$ cat config.mk
export PLATFORM = sky130hd
export DESIGN_NAME = seq_pattern_detector
export DESIGN_NICKNAME = d
export VERILOG_FILES = /design/src/rtl/seq_det_pkg.sv /design/src/rtl/sat_counter.sv /design/src/rtl/seq_pattern_detector.sv
export SDC_FILE = /design/constraint.sdc
export NUM_CORES = 1
export LEC_CHECK = 0
export ABC_AREA = 1
export CAP_MARGIN = 40
export CORE_ASPECT_RATIO = 0.8
export CORE_MARGIN = 1
export CORE_UTILIZATION = 50
export CTS_CLUSTER_DIAMETER = 80
export DETAILED_ROUTE_END_ITERATION = 8
export PLACE_DENSITY = 0.76
export SETUP_SLACK_MARGIN = 0.1
export SLEW_MARGIN = 20
export SYNTH_ARGS = -nofsm -noshare
export SYNTH_HDL_FRONTEND = slang
export SYNTH_SLANG_ARGS = --single-unit
$ cat constraint.sdc
create_clock -name clk -period 2.8 [get_ports clk]
set_input_delay 0.84 -clock clk [delete_from_list [all_inputs] [get_ports clk]]
set_output_delay 0.84 -clock clk [all_outputs]
set_load 0.05 [all_outputs]
$ cat src/rtl/seq_det_pkg.sv
// Shared definitions for the serial pattern detector family: FSM encoding and
// the legacy 010110 reset pattern.
package seq_det_pkg;

    typedef enum logic [1:0] {
        ST_FILL  = 2'd0,
        ST_ARMED = 2'd1,
        ST_HIT   = 2'd2
    } det_state_t;

    localparam logic [5:0]  DEF_PATTERN = 6'b010110;
    localparam int unsigned DEF_LEN     = 6;

endpackage

$ cat src/rtl/sat_counter.sv
// Saturating up-counter with synchronous clear; a clear coinciding with an
// increment leaves the count at one.
module sat_counter #(
    parameter int unsigned W = 8
) (
    input  logic         clk,
    input  logic         reset,
    input  logic         clr,
    input  logic         inc,
    output logic [W-1:0] count
);

    always_ff @(posedge clk or negedge reset) begin
        if (!reset) begin
            count <= '0;
        end else if (clr) begin
            count <= inc ? W'(1) : '0;
        end else if (inc && (count != '1)) begin
            count <= count + W'(1);
        end
    end

endmodule

$ cat src/rtl/seq_pattern_detector.sv
// Runtime-programmable serial pattern detector with overlap control, a
// registered match pulse and a saturating match counter.
module seq_pattern_detector
    import seq_det_pkg::*;
#(
    parameter int unsigned          MAX_LEN     = 8,
    parameter int unsigned          CNT_W       = 8,
    parameter logic [MAX_LEN-1:0]   RST_PATTERN = MAX_LEN'(DEF_PATTERN),
    parameter int unsigned          RST_LEN     = DEF_LEN,
    localparam int unsigned         LW          = $clog2(MAX_LEN + 1)
) (
    input  logic               clk,
    input  logic               reset,
    input  logic               in_valid,
    input  logic               x,
    input  logic               cfg_load,
    input  logic [MAX_LEN-1:0] cfg_pattern,
    input  logic [LW-1:0]      cfg_len,
    input  logic               cfg_overlap,
    input  logic               cnt_clr,
    output logic               z,
    output logic [1:0]         state,
    output logic [LW-1:0]      fill,
    output logic [CNT_W-1:0]   match_count,
    output logic               cfg_err
);

    localparam logic [MAX_LEN-1:0] ONES = '1;

    det_state_t         state_r, state_nxt;
    logic [MAX_LEN-2:0] hist_r, hist_nxt;
    logic [MAX_LEN-1:0] pat_r;
    logic [LW-1:0]      len_r;
    logic               ov_r;
    logic [LW-1:0]      fill_r, fill_nxt;
    logic               z_r;
    logic               err_r;

    logic               cfg_ok, cfg_acc, cfg_rej, take, hit;
    logic [MAX_LEN-1:0] hist_shift;
    logic [MAX_LEN-1:0] len_mask;
    logic [LW-1:0]      fill_inc;

    // A config strobe owns its cycle, so any bit presented alongside it is dropped.
    assign cfg_ok  = (cfg_len != '0) && (cfg_len <= LW'(MAX_LEN));
    assign cfg_acc = cfg_load && cfg_ok;
    assign cfg_rej = cfg_load && !cfg_ok;
    assign take    = in_valid && !cfg_load;

    // Datapath: the stored history is one bit short because the compare
    // always works on the post-shift view, where the new bit completes it.
    always_comb begin
        hist_shift = {hist_r, x};
        len_mask   = ~(ONES << len_r);
        fill_inc   = (fill_r >= len_r) ? len_r : fill_r + LW'(1);
        hit        = take && (fill_inc == len_r)
                     && (((hist_shift ^ pat_r) & len_mask) == '0);
        hist_nxt   = hist_r;
        fill_nxt   = fill_r;
        if (cfg_acc) begin
            hist_nxt = '0;
            fill_nxt = '0;
        end else if (take) begin
            hist_nxt = hist_shift[MAX_LEN-2:0];
            fill_nxt = (hit && !ov_r) ? '0 : fill_inc;
        end
    end

    always_comb begin
        state_nxt = state_r;
        if (cfg_acc) begin
            state_nxt = ST_FILL;
        end else if (hit) begin
            state_nxt = ST_HIT;
        end else if (take) begin
            state_nxt = (fill_nxt == len_r) ? ST_ARMED : ST_FILL;
        end else begin
            case (state_r)
                ST_HIT:   state_nxt = ov_r ? ST_ARMED : ST_FILL;
                ST_ARMED: state_nxt = ST_ARMED;
                ST_FILL:  state_nxt = ST_FILL;
                default:  state_nxt = ST_FILL;
            endcase
        end
    end

    always_ff @(posedge clk or negedge reset) begin
        if (!reset) begin
            state_r <= ST_FILL;
        end else begin
            state_r <= state_nxt;
        end
    end

    always_ff @(posedge clk or negedge reset) begin
        if (!reset) begin
            hist_r <= '0;
            fill_r <= '0;
            pat_r  <= RST_PATTERN;
            len_r  <= LW'(RST_LEN);
            ov_r   <= 1'b1;
            z_r    <= 1'b0;
            err_r  <= 1'b0;
        end else begin
            hist_r <= hist_nxt;
            fill_r <= fill_nxt;
            z_r    <= hit;
            err_r  <= cfg_rej;
            if (cfg_acc) begin
                pat_r <= cfg_pattern;
                len_r <= cfg_len;
                ov_r  <= cfg_overlap;
            end
        end
    end

    sat_counter #(
        .W (CNT_W)
    ) u_match_cnt (
        .clk   (clk),
        .reset (reset),
        .clr   (cnt_clr),
        .inc   (hit),
        .count (match_count)
    );

    assign z       = z_r;
    assign state   = state_r;
    assign fill    = fill_r;
    assign cfg_err = err_r;

endmodule

==> impl_metrics.env <==
export IMPL_htree_num_levels=2
export IMPL_io_pin_count=35
export IMPL_p_switching_uw=785.0
export IMPL_p_seq_share_pct=36.5
export IMPL_yosys_warnings=0
export IMPL_synth_top_cell_by_area="dfrtp_1"
export IMPL_grt_antenna_before_repair=0
export IMPL_ys_top_cells_by_count="nand2_1 (64), inv_1 (38), dfrtp_1 (30)"
export IMPL_relSlewSlack_pct=51.16
export IMPL_die_w_um=74.67
export IMPL_required_ns=3.02
export IMPL_power_switching_share_pct=41.81
export IMPL_fmax_mhz=401.1
export IMPL_core_area_um2=3929
export IMPL_hold_start="pat_r[2]"
export IMPL_grt_pass1_wl_um=8273
export IMPL_dieHeight_um=60.13
export IMPL_layoutNonFillerInstCount=374
export IMPL_synth_nets=300
export IMPL_fillers=360
export IMPL_peakVddDrop_mv=0.3877
export IMPL_cts_tree="built"
export IMPL_grt_util_all_layers_pct=24.86
export IMPL_rsz0062_at_grt="no"
export IMPL_worstMarginPinSlew_ns=0.7259
export IMPL_setup_violations=0
export IMPL_power_density_nw_per_um2=702.1
export IMPL_clockPowerShare_pct=20.6
export IMPL_postCtsHoldBufs=0
export IMPL_synth_cell_area_um2=2112
export IMPL_dp_hpwl_um=3673
export IMPL_synth_top_area_share_pct=35.55
export IMPL_nets=345
export IMPL_ys_seq_area_share_pct=43.01
export IMPL_finClkSkew_ns=0.005778
export IMPL_ys_ff_latch=36
export IMPL_rr_worst_depth=16
export IMPL_critPathLaunch="x"
export IMPL_maxCapViolCount=0
export IMPL_tns_ns=0
export IMPL_gp_congestion=0.8856
export IMPL_cp_start_kind="input pin"
export IMPL_floorplan_initialDensity_pct=53.76
export IMPL_cts_buffers=5
export IMPL_area_sequential_um2=908.4
export IMPL_fp_row_count=20
export IMPL_ys_async_sr_fraction_pct=100.0
export IMPL_vias_per_cell=5.337
export IMPL_dieArea_um2=4490
export IMPL_cp_max_fo=4
export IMPL_portBuffers=34
export IMPL_clk_path_buf_depth=2
export IMPL_synth_cell_type_count=36
export IMPL_synth_edf_count=0
export IMPL_critical_path_class="in2reg"
export IMPL_avgSynthCellArea_um2=7.736
export IMPL_yosysMostFrequentCell="nand2_1"
export IMPL_regToRegStartpoint="len_r[1]"
export IMPL_run_status="finished, final reports clean"
export IMPL_report_power_total_uw=1877
export IMPL_grt_max_degree=37
export IMPL_avgRoutedWirePerCell_um=13.18
export IMPL_finalMaxSlewViolations=0
export IMPL_syn2layout_area_growth_pct=26.60
export IMPL_multiInputGateArea_um2=1021
export IMPL_grt_pass1_vias=1801
export IMPL_end_kind="flip-flop"
export IMPL_ff2ff_setup_slack_ns=0.33
export IMPL_dp_cells=365
export IMPL_final_hold_viol_count=0
export IMPL_root_buffer="clkbuf_8"
export IMPL_hp_class="reg2reg"
export IMPL_fin_crit_sh_pct=89.05
export IMPL_p_leak_uw=0.001325
export IMPL_p_int_uw=1092
export IMPL_synth_cells=273
export IMPL_ant_nets=0
export IMPL_drive_gt1_share_pct=14.11
export IMPL_p_comb_share_pct=43.0
export IMPL_overflow=0
export IMPL_fin_crit_ns=2.493
export IMPL_clkTransAtPathRegs_ns=0.07
export IMPL_firstDrtPassIters=4
export IMPL_synth_ff_type="dfrtp_1"
export IMPL_yosys_top_cells_area="dfrtp_1 (36%), nand2_1 (11%), dfstp_2 (7.5%)"
export IMPL_via_count=1996
export IMPL_worstPathArrival_ns=2.71
export IMPL_num_antenna_cells=0
export IMPL_cts_sinks=36
export IMPL_wl_um=4930
export IMPL_drc_errors=0
export IMPL_holdPathEnd="pat_r[2]"
export IMPL_rr_endpoint="state[0]"
export IMPL_clock_latency_ns=0.29
export IMPL_worstHoldPathCells=2
export IMPL_dr_first_iter_drc_count=199
==> metal layers <==
layer	global-route usage, %	vias up	share of wire, %
li1	-	982	-
met3	4.553	6	6.6
met5	0	-	0
met1	34.69	937	46
met4	8.356	0	0.89
met2	39.00	71	46
==> critical path: stages <==
cell,delay (ns)
clkdlybuf4s50_1,0.50
inv_1,0.05
nand2_1,0.05
nand2_1,0.04
nand2_1,0.06
nand3_1,0.07
nor2_1,0.10
nand3_1,0.10
nor2_2,0.15
nand3_2,0.13
nand2_1,0.12
nand2_1,0.08
nand2_1,0.06
nand2_1,0.04
nor2_1,0.13
nand2_1,0.08
a21oi_1,0.11
==> cells in the final DEF (no fill, tap or decap), types with 7 or more instances in the layout <==
| master | synthesis | final |
|---|---|---|
| a22oi_1 | 7 | 7 |
| nand4_1 | 7 | 7 |
| nand3_1 | 23 | 22 |
| nand2_1 | 64 | 63 |
| inv_1 | 38 | 38 |
| nor2_1 | 25 | 24 |
| dfrtp_1 | 30 | 30 |
| ha_1 | 8 | 8 |
| buf_4 | 0 | 10 |
| clkdlybuf4s50_1 | 0 | 34 |
| a21oi_1 | 15 | 15 |
==> sequential cells by signal (all words and copies together), names as in the netlist <==
name,count
cfg_err,1
z,1
state,2
u_match_cnt.count,8
pat_r,8
hist_r,7
fill,4
len_r,4
ov_r,1
==> final cells by class <==
type | instances | area share [%]
clock buffers | 7 | 3.229
repair buffers | 44 | 15.54
flip-flops and latches | 36 | 33.97
clock inverters | 1 | 0.2808
multi-input cells | 187 | 38.18
well taps | 55 | 2.574
inverters | 44 | 6.224
==> kinds of logic (layout without fill, tap and decap cells) <==
logic type / Yosys count / in the layout / share of synthesized area (%)
compound gates: 38 / 38 / 11.97
xor+xnor: 2 / 2 / 0.8295
fa+ha+maj: 8 / 8 / 4.740
buf+inv: 50 / 96 / 9.359
flops: 36 / 36 / 43.01
mux: 4 / 4 / 2.133
simple gates: 135 / 135 / 27.96
==> power by group through the flow <==
stage               Combinational, uW  Clock (uW)  Sequential (uW)
CTS                               765         394              683
finish                            807         386              684
floorplan                         458           0              762
global route                      908         416              692
detailed placement                761           0              692
global placement                  746           0              687
==> metrics by stage <==
stage               util (%)  instance area, um^2  worst slack [ns]  hold WS (ns)
finish                 68.06                 2674            0.3067        0.5038
global route           68.06                 2674            0.1001        0.5317
CTS                    67.48                 2651            0.2687        0.5075
detailed placement     65.10                 2557          0.007465        0.4954
global placement       65.10                 2557           0.08599        0.4734
floorplan                  -                 2112            0.3242        0.4599
==> worst max-delay path by stage <==
stage / slack, ns / end
6_report: 0.31 / state[0]
5_1_grt: 0.10 / state[0]
4_1_cts: 0.27 / state[0]
3_5_place_dp: 0.007 / state[0]
3_3_place_gp: 0.09 / state[0]
2_1_floorplan: 0.32 / u_match_cnt.count[4]
==> timing repair <==
| item | CTS | global route |
|---|---|---|
| setup buffers | 0 | 1 |
| resized for setup | 0 | 4 |
| endpoints found under the setup margin | 0 | 1 |
(Power assumes the default switching activity.)
